### config.mk
export PLATFORM = sky130hd
export DESIGN_NAME = tm_serial_rx_flat
export DESIGN_NICKNAME = d
export VERILOG_FILES = /design/src/rtl/tm_serial_rx_if.sv /design/src/rtl/tm_serial_rx.sv /design/src/flat_wrapper.sv
export SDC_FILE = /design/constraint.sdc
export NUM_CORES = 1
export LEC_CHECK = 0
export CAP_MARGIN = 25
export CORE_MARGIN = 10
export CORE_UTILIZATION = 60
export DETAILED_ROUTE_END_ITERATION = 7
export PLACE_DENSITY_LB_ADDON = 0.08
export SKIP_LAST_GASP = 1
export SLEW_MARGIN = 15
export SYNTH_ARGS = -nofsm -noshare
export SYNTH_HDL_FRONTEND = slang
export SYNTH_SLANG_ARGS = --single-unit
### constraint.sdc
create_clock -name clki -period 2.5 [get_ports clki]
set_input_delay 0.5 -clock clki [delete_from_list [all_inputs] [get_ports clki]]
set_output_delay 0.5 -clock clki [all_outputs]
set_load 0.05 [all_outputs]
### src/rtl/tm_serial_rx_if.sv
// Serial link between the display master and tm_serial_rx.
//   sclk    : serial clock from master, idle high
//   stb     : frame strobe from master, active-low
//   dio_in  : serial data from master, LSB first
//   dio_out : key-scan data returned to master
//   dio_oe  : high while the slave drives dio_out
interface tm_serial_rx_if;
  logic sclk;
  logic stb;
  logic dio_in;
  logic dio_out;
  logic dio_oe;

  modport master (output sclk, output stb, output dio_in, input dio_out, input dio_oe);
  modport slave  (input sclk, input stb, input dio_in, output dio_out, output dio_oe);
endinterface

### src/rtl/tm_serial_rx.sv
// Display-driver style serial receiver: decodes command/data frames into a
// 16-byte display RAM plus display control, and shifts a 32-bit key-scan
// word back to the master on request.
//   clki, rst_n : system clock, async active-low reset
//   bus         : serial link (slave side)
//   keys        : key-scan word, byte0 = keys[7:0] sent first
//   rd_addr/rd_data : registered display RAM read port, 1-cycle latency
//   disp_on, brightness : last display-control command
//   frame_done  : pulse at stb rise after a frame with >= 1 complete byte
//   err         : pulse at stb rise that cuts a byte short
module tm_serial_rx #(
  parameter int unsigned SYNC_STAGES = 2
) (
  input  logic                clki,
  input  logic                rst_n,
  tm_serial_rx_if.slave       bus,
  input  logic [31:0]         keys,
  input  logic [3:0]          rd_addr,
  output logic [7:0]          rd_data,
  output logic                disp_on,
  output logic [2:0]          brightness,
  output logic                frame_done,
  output logic                err
);

  localparam int unsigned SYNC_N  = (SYNC_STAGES < 2) ? 2 : SYNC_STAGES;
  localparam int unsigned DEPTH   = 16;
  localparam int unsigned AW      = 4;
  localparam int unsigned DW      = 8;
  localparam int unsigned KW      = 32;
  localparam int unsigned KCW     = 5;

  typedef enum logic [2:0] {S_IDLE, S_CMD, S_DATA, S_KEYRD, S_SKIP} state_t;
  typedef enum logic [1:0] {K_WAIT, K_SHIFT, K_DONE} kphase_t;

  // Input synchronizers; stb resets low so a strobe already low at reset
  // release is not mistaken for the start of a frame.
  logic [SYNC_N-1:0] sclk_sync, stb_sync, dio_sync;
  logic              sclk_q, stb_q;

  always_ff @(posedge clki or negedge rst_n) begin
    if (!rst_n) begin
      sclk_sync <= '1;
      stb_sync  <= '0;
      dio_sync  <= '1;
      sclk_q    <= 1'b1;
      stb_q     <= 1'b0;
    end else begin
      sclk_sync <= {sclk_sync[SYNC_N-2:0], bus.sclk};
      stb_sync  <= {stb_sync[SYNC_N-2:0], bus.stb};
      dio_sync  <= {dio_sync[SYNC_N-2:0], bus.dio_in};
      sclk_q    <= sclk_sync[SYNC_N-1];
      stb_q     <= stb_sync[SYNC_N-1];
    end
  end

  logic sclk_s, stb_s, dio_s;
  logic sclk_rise, sclk_fall, stb_rise, stb_fall;

  assign sclk_s    = sclk_sync[SYNC_N-1];
  assign stb_s     = stb_sync[SYNC_N-1];
  assign dio_s     = dio_sync[SYNC_N-1];
  assign sclk_rise = sclk_s & ~sclk_q;
  assign sclk_fall = ~sclk_s & sclk_q;
  assign stb_rise  = stb_s & ~stb_q;
  assign stb_fall  = ~stb_s & stb_q;

  // Registered state and its next-state values
  state_t          state, state_d;
  kphase_t         kphase, kphase_d;
  logic [2:0]      bit_cnt, bit_cnt_d;
  logic [DW-1:0]   shift_sr, shift_sr_d;
  logic            got_byte, got_byte_d;
  logic            fixed_addr, fixed_addr_d;
  logic            key_mode, key_mode_d;
  logic [AW-1:0]   ptr, ptr_d;
  logic            disp_on_d;
  logic [2:0]      brightness_d;
  logic            frame_done_d, err_d;
  logic            dio_out_q, dio_out_d;
  logic            dio_oe_q, dio_oe_d;
  logic [KW-1:0]   key_sr, key_sr_d;
  logic [KCW-1:0]  key_cnt, key_cnt_d;

  logic            ram_we;
  logic [AW-1:0]   ram_wa;
  logic [DW-1:0]   ram_wd;
  logic [DW-1:0]   byte_val;
  logic            byte_done;

  assign byte_val  = {dio_s, shift_sr[DW-1:1]};
  assign byte_done = sclk_rise && (bit_cnt == 3'd7);

  // Next-state, decode and output logic
  always_comb begin
    state_d      = state;
    kphase_d     = kphase;
    bit_cnt_d    = bit_cnt;
    shift_sr_d   = shift_sr;
    got_byte_d   = got_byte;
    fixed_addr_d = fixed_addr;
    key_mode_d   = key_mode;
    ptr_d        = ptr;
    disp_on_d    = disp_on;
    brightness_d = brightness;
    frame_done_d = 1'b0;
    err_d        = 1'b0;
    dio_out_d    = dio_out_q;
    dio_oe_d     = dio_oe_q;
    key_sr_d     = key_sr;
    key_cnt_d    = key_cnt;
    ram_we       = 1'b0;
    ram_wa       = ptr;
    ram_wd       = byte_val;

    if (state != S_IDLE && stb_rise) begin
      // End of frame from any active state; a partial byte is dropped
      state_d      = S_IDLE;
      bit_cnt_d    = 3'd0;
      err_d        = (bit_cnt != 3'd0);
      frame_done_d = (bit_cnt == 3'd0) && got_byte;
      dio_oe_d     = 1'b0;
      dio_out_d    = 1'b1;
      kphase_d     = K_DONE;
    end else begin
      case (state)
        S_IDLE: begin
          if (stb_fall) begin
            state_d    = S_CMD;
            bit_cnt_d  = 3'd0;
            got_byte_d = 1'b0;
          end
        end

        S_CMD, S_DATA, S_SKIP: begin
          if (sclk_rise) begin
            shift_sr_d = byte_val;
            bit_cnt_d  = bit_cnt + 3'd1;
          end
          if (byte_done) begin
            got_byte_d = 1'b1;
            if (state == S_CMD) begin
              case (byte_val[7:6])
                2'b01: begin
                  key_mode_d   = byte_val[1];
                  fixed_addr_d = byte_val[2];
                  kphase_d     = K_WAIT;
                  state_d      = byte_val[1] ? S_KEYRD : S_SKIP;
                end
                2'b10: begin
                  disp_on_d    = byte_val[3];
                  brightness_d = byte_val[2:0];
                  state_d      = S_SKIP;
                end
                2'b11: begin
                  ptr_d   = byte_val[3:0];
                  state_d = S_DATA;
                end
                default: state_d = S_SKIP;
              endcase
            end else if (state == S_DATA) begin
              ram_we = 1'b1;
              if (!fixed_addr) ptr_d = ptr + AW'(1);
            end
          end
        end

        S_KEYRD: begin
          // Bits change on sclk falling edges; the master samples on rising
          // edges, so output stops once bit 31 has been sampled.
          case (kphase)
            K_WAIT: begin
              if (sclk_fall) begin
                key_sr_d  = {1'b1, keys[KW-1:1]};
                dio_out_d = keys[0];
                dio_oe_d  = 1'b1;
                key_cnt_d = '0;
                kphase_d  = K_SHIFT;
              end
            end
            K_SHIFT: begin
              if (sclk_fall) begin
                dio_out_d = key_sr[0];
                key_sr_d  = {1'b1, key_sr[KW-1:1]};
              end else if (sclk_rise) begin
                if (key_cnt == KCW'(KW - 1)) begin
                  dio_oe_d  = 1'b0;
                  dio_out_d = 1'b1;
                  kphase_d  = K_DONE;
                end else begin
                  key_cnt_d = key_cnt + KCW'(1);
                end
              end
            end
            default: ;
          endcase
        end

        default: state_d = S_IDLE;
      endcase
    end
  end

  // State and output registers
  always_ff @(posedge clki or negedge rst_n) begin
    if (!rst_n) begin
      state      <= S_IDLE;
      kphase     <= K_DONE;
      bit_cnt    <= 3'd0;
      shift_sr   <= '0;
      got_byte   <= 1'b0;
      fixed_addr <= 1'b0;
      key_mode   <= 1'b0;
      ptr        <= '0;
      disp_on    <= 1'b0;
      brightness <= 3'd0;
      frame_done <= 1'b0;
      err        <= 1'b0;
      dio_out_q  <= 1'b1;
      dio_oe_q   <= 1'b0;
      key_sr     <= '0;
      key_cnt    <= '0;
    end else begin
      state      <= state_d;
      kphase     <= kphase_d;
      bit_cnt    <= bit_cnt_d;
      shift_sr   <= shift_sr_d;
      got_byte   <= got_byte_d;
      fixed_addr <= fixed_addr_d;
      key_mode   <= key_mode_d;
      ptr        <= ptr_d;
      disp_on    <= disp_on_d;
      brightness <= brightness_d;
      frame_done <= frame_done_d;
      err        <= err_d;
      dio_out_q  <= dio_out_d;
      dio_oe_q   <= dio_oe_d;
      key_sr     <= key_sr_d;
      key_cnt    <= key_cnt_d;
    end
  end

  // Display RAM with registered read port
  logic [DW-1:0] ram [DEPTH];

  always_ff @(posedge clki or negedge rst_n) begin
    if (!rst_n) begin
      for (int i = 0; i < int'(DEPTH); i++) ram[i] <= '0;
      rd_data <= '0;
    end else begin
      if (ram_we) ram[ram_wa] <= ram_wd;
      rd_data <= ram[rd_addr];
    end
  end

  assign bus.dio_out = dio_out_q;
  assign bus.dio_oe  = dio_oe_q;

endmodule

### src/flat_wrapper.sv
// flat-port wrapper written by rule: the top's interface ports become plain ports
module tm_serial_rx_flat 
#(
  parameter int unsigned SYNC_STAGES = 2
)
  (clki, rst_n, keys, rd_addr, rd_data, disp_on, brightness, frame_done, err, bus_sclk, bus_stb, bus_dio_in, bus_dio_out, bus_dio_oe);
  tm_serial_rx_if bus_i ();
  input  logic clki;
  input  logic rst_n;
  input  logic [31:0] keys;
  input  logic [3:0] rd_addr;
  output logic [7:0] rd_data;
  output logic disp_on;
  output logic [2:0] brightness;
  output logic frame_done;
  output logic err;
  input wire logic [$bits(bus_i.sclk)-1:0] bus_sclk;
  input wire logic [$bits(bus_i.stb)-1:0] bus_stb;
  input wire logic [$bits(bus_i.dio_in)-1:0] bus_dio_in;
  output wire logic [$bits(bus_i.dio_out)-1:0] bus_dio_out;
  output wire logic [$bits(bus_i.dio_oe)-1:0] bus_dio_oe;
  assign bus_i.sclk = bus_sclk;
  assign bus_i.stb = bus_stb;
  assign bus_i.dio_in = bus_dio_in;
  assign bus_dio_out = bus_i.dio_out;
  assign bus_dio_oe = bus_i.dio_oe;
  tm_serial_rx #(.SYNC_STAGES(SYNC_STAGES)) u_core (.clki(clki), .rst_n(rst_n), .bus(bus_i), .keys(keys), .rd_addr(rd_addr), .rd_data(rd_data), .disp_on(disp_on), .brightness(brightness), .frame_done(frame_done), .err(err));
endmodule
==> impl_metrics.tcl <==
set metrics [dict create \
    dp.cells 941 \
    max_freq_mhz 430 \
    drc 0 \
    cp.required_ns 2.00 \
    worstMarginPinSlew_ns 0.844 \
    synth_edf_count 0 \
    register_area_sq_um 5260 \
    critPathMaxFanout 2 \
    synth_seq_area_share_pct 54.7 \
    grt_util_met3_pct 3.29 \
    cts_resized 0 \
    cts_hold_buf 0 \
    vdd_drop_max_mv 0.534 \
    grt_max_degree 65 \
    vias 5821 \
    die_w_um 147 \
    p_int_mw 6.23 \
    grt_util_all_layers_pct 19.8 \
    clock_skew_ns 0.00774 \
    grt_setup_unrepaired "false" \
    cts_sinks 210 \
    hold_class "in -> async" \
    wl_mm 21.2 \
    first_pass_iters 4 \
    netlist_area_sq_um 9630 \
    yosysTopAreaCell "dfrtp_1" \
    final_cells 981 \
    use_met2_pct 32.4 \
    leakage_nw 5.20 \
    total_power_mw 8.64 \
    fillerInstances 1080 \
    pwr-share-seq_pct 49.7 \
    relSlewSlack_pct 43.7 \
    grt_pass1_vias 6184 \
    endpoint_kind "primary output" \
    synth-seq-cells 210 \
    antenna_found_initial 0 \
    layout_commonest_cell "dfrtp_1" \
    n_antenna_cell 0 \
    synth_cell_types 51 \
    finalHoldViolCount 2 \
    cp_data_arrival_time_ns 1.83 \
    synthesis.nets 746 \
    fin_crit_ns 2.33 \
    gr-total-overflow 0 \
    avgSynthCellArea_sq_um 13.9 \
    setup_viol 0 \
    synth.area.top_cells "dfrtp_1 (53%), mux2_2 (16%), mux4_2 (9.4%)" \
    report.final.slew_viol_count 0 \
    vias_per_cell 5.93 \
    finalSetupTns_ns 0 \
    failed_checks "negative hold slack" \
    finish.utilization_pct 71.2 \
    power_density_nw_per_um2 767 \
    path_class "reg -> out" \
    multi_input_area_sq_um 4120 \
    slowest_stage "clkdlybuf4s50_1" \
    dp_hpwl_mm 13.8 \
    grt_use_met1_pct 27.3 \
    boundaryPins 57 \
    period_share_pct 93.0 \
    initial_core_util_pct 60.9 \
    grt_first_pass_wirelength_mm 34.4 \
    post-cts-setup-buffer-count 0 \
    drt-initial-drc-count 356 \
    clk_pin_slew_ns 0.06 \
    core_sq_um 15800 \
    io_buffer_count 56 \
    synth_top_area_share_pct 52.7 \
    wire_per_inst_um 21.6 \
    p_clk_share_pct 38.1 \
    critical_path.top_delay_family "buffers and inverters" \
    row_count 46 \
    async_flop_share_pct 100 \
    area_growth_pct 17.0 \
    dieArea_sq_um 21500 \
    clk_latency_ns 0.50 \
    netlist_instances 694 \
    path_buf_inv 1 \
    swShare_pct 28.0 \
    place.gp.congestion 0.849 \
    clockRootBuffer "clkbuf_16" \
    cap_violations 0 \
    cp_cell_sequence "clkdlybuf4s50_1" \
    startpoint_type "flop" \
    hold_slack_ns -0.00240 \
    cts-htree-levels 1 \
    critPathMaxStageDelay_ns 0.80 \
    drive_above_1_share_pct 34.0 \
    clock_path_buffers 3 \
    num-nets-final 801 \
    ant_nets 0 \
    yosys_warnings 0 \
    most-common-layout-cells "dfrtp_1 (203), mux2_2 (138), clkdlybuf4s50_1 (54)" \
    cts_buffers 22 \
    netSwitchingPower_mw 2.42 \
    grt_busiest_layer "met2" \
    outcome "complete, but fails checks" \
    cts_tree "yes" \
    p_comb_share_pct 12.2 \
    ys.flop_type "dfrtp_1" \
    die_y_um 147 \
]
power groups by stage:
| stage | Combinational, mW | Sequential, mW | Clock [mW] |
|---|---|---|---|
| after floorplan | 0.916 | 4.02 | 0 |
| final | 1.06 | 4.30 | 3.29 |
| after detailed placement | 1.07 | 4.33 | 0 |
| after global placement | 1.00 | 4.31 | 0 |
| after CTS | 1.07 | 4.28 | 3.35 |
| after global routing | 1.19 | 4.37 | 3.49 |
synth_stat cells, types with 2 or more instances:
| cell type | count |
|---|---|
| dfrtp_1 | 203 |
| mux2_2 | 138 |
| o21ai_0 | 43 |
| nand2_1 | 42 |
| mux4_2 | 40 |
| mux2i_1 | 35 |
| clkbuf_1 | 21 |
| nor2_1 | 17 |
| a21oi_1 | 13 |
| inv_1 | 13 |
| nand2_2 | 12 |
| buf_2 | 11 |
| ha_1 | 11 |
| nand2b_1 | 9 |
| nand3_1 | 8 |
| buf_4 | 7 |
| dfstp_2 | 7 |
| and2_1 | 6 |
| buf_1 | 6 |
| nor2b_1 | 4 |
| and3_1 | 3 |
| mux2_1 | 3 |
| o211ai_1 | 3 |
| xnor2_1 | 3 |
| a21oi_2 | 2 |
| a22o_1 | 2 |
| a31oi_1 | 2 |
| nand3b_1 | 2 |
| nor3_1 | 2 |
| nor3_4 | 2 |
| nor4_1 | 2 |
| nor4_4 | 2 |
| o31ai_1 | 2 |
registers in the layout, summed over array words and instances (netlist names), 3 cells and up:
signal             count
u_core.ram           128
u_core.key_sr         32
u_core.rd_data         8
u_core.shift_sr        7
u_core.key_cnt         5
u_core.ptr             4
u_core.bit_cnt         3
u_core.brightness      3
u_core.state           3
metrics by stage:
stage	cell area [sq um]	setup slack (ns)
after floorplan	9630	0.528
after global placement	10500	0.313
after detailed placement	10500	0.282
after CTS	11300	0.143
after global routing	11300	0.141
final	11300	0.174
metal layers:
layer	wire length, um	vias up
met1	9230	3036
met2	10500	131
met3	1090	27
li1	-	2627
met5	0	-
met4	349	0
logic make-up after synthesis:
family          count (synthesis)  share of synthesized area (%)
buf+inv                        58                           2.68
xor+xnor                        3                          0.273
mux                           216                           29.5
fa+ha+maj                      11                           1.43
flops                         210                           54.7
compound gates                 77                           4.65
simple gates                  119                           6.85
cell type report:
type | count | share of cell area, %
sequential | 210 | 46.7
multi-input combinational | 426 | 36.6
timing repair buffer | 76 | 7.41
clock buffer | 36 | 5.81
tap | 216 | 2.40
clock inverter | 4 | 0.644
inverter | 13 | 0.433
worst paths after layout:
kind,to,start,depth (start not counted),slack (ns)
min in group clki,u_core.sclk_sync[1],u_core.sclk_sync[0],0,0.36
hold reg to reg,u_core.sclk_sync[1],u_core.sclk_sync[0],0,0.36
setup / recovery,bus_dio_out,u_core.bus.dio_out,1,0.17
hold / removal,u_core.key_cnt[3],rst_n,1,-0.002
max in group asynchronous,u_core.dio_sync[1],rst_n,2,1.80
setup reg to reg,u_core.ram[60],u_core.bit_cnt[0],7,0.30
No activity file was read; power rests on OpenSTA's default activity.
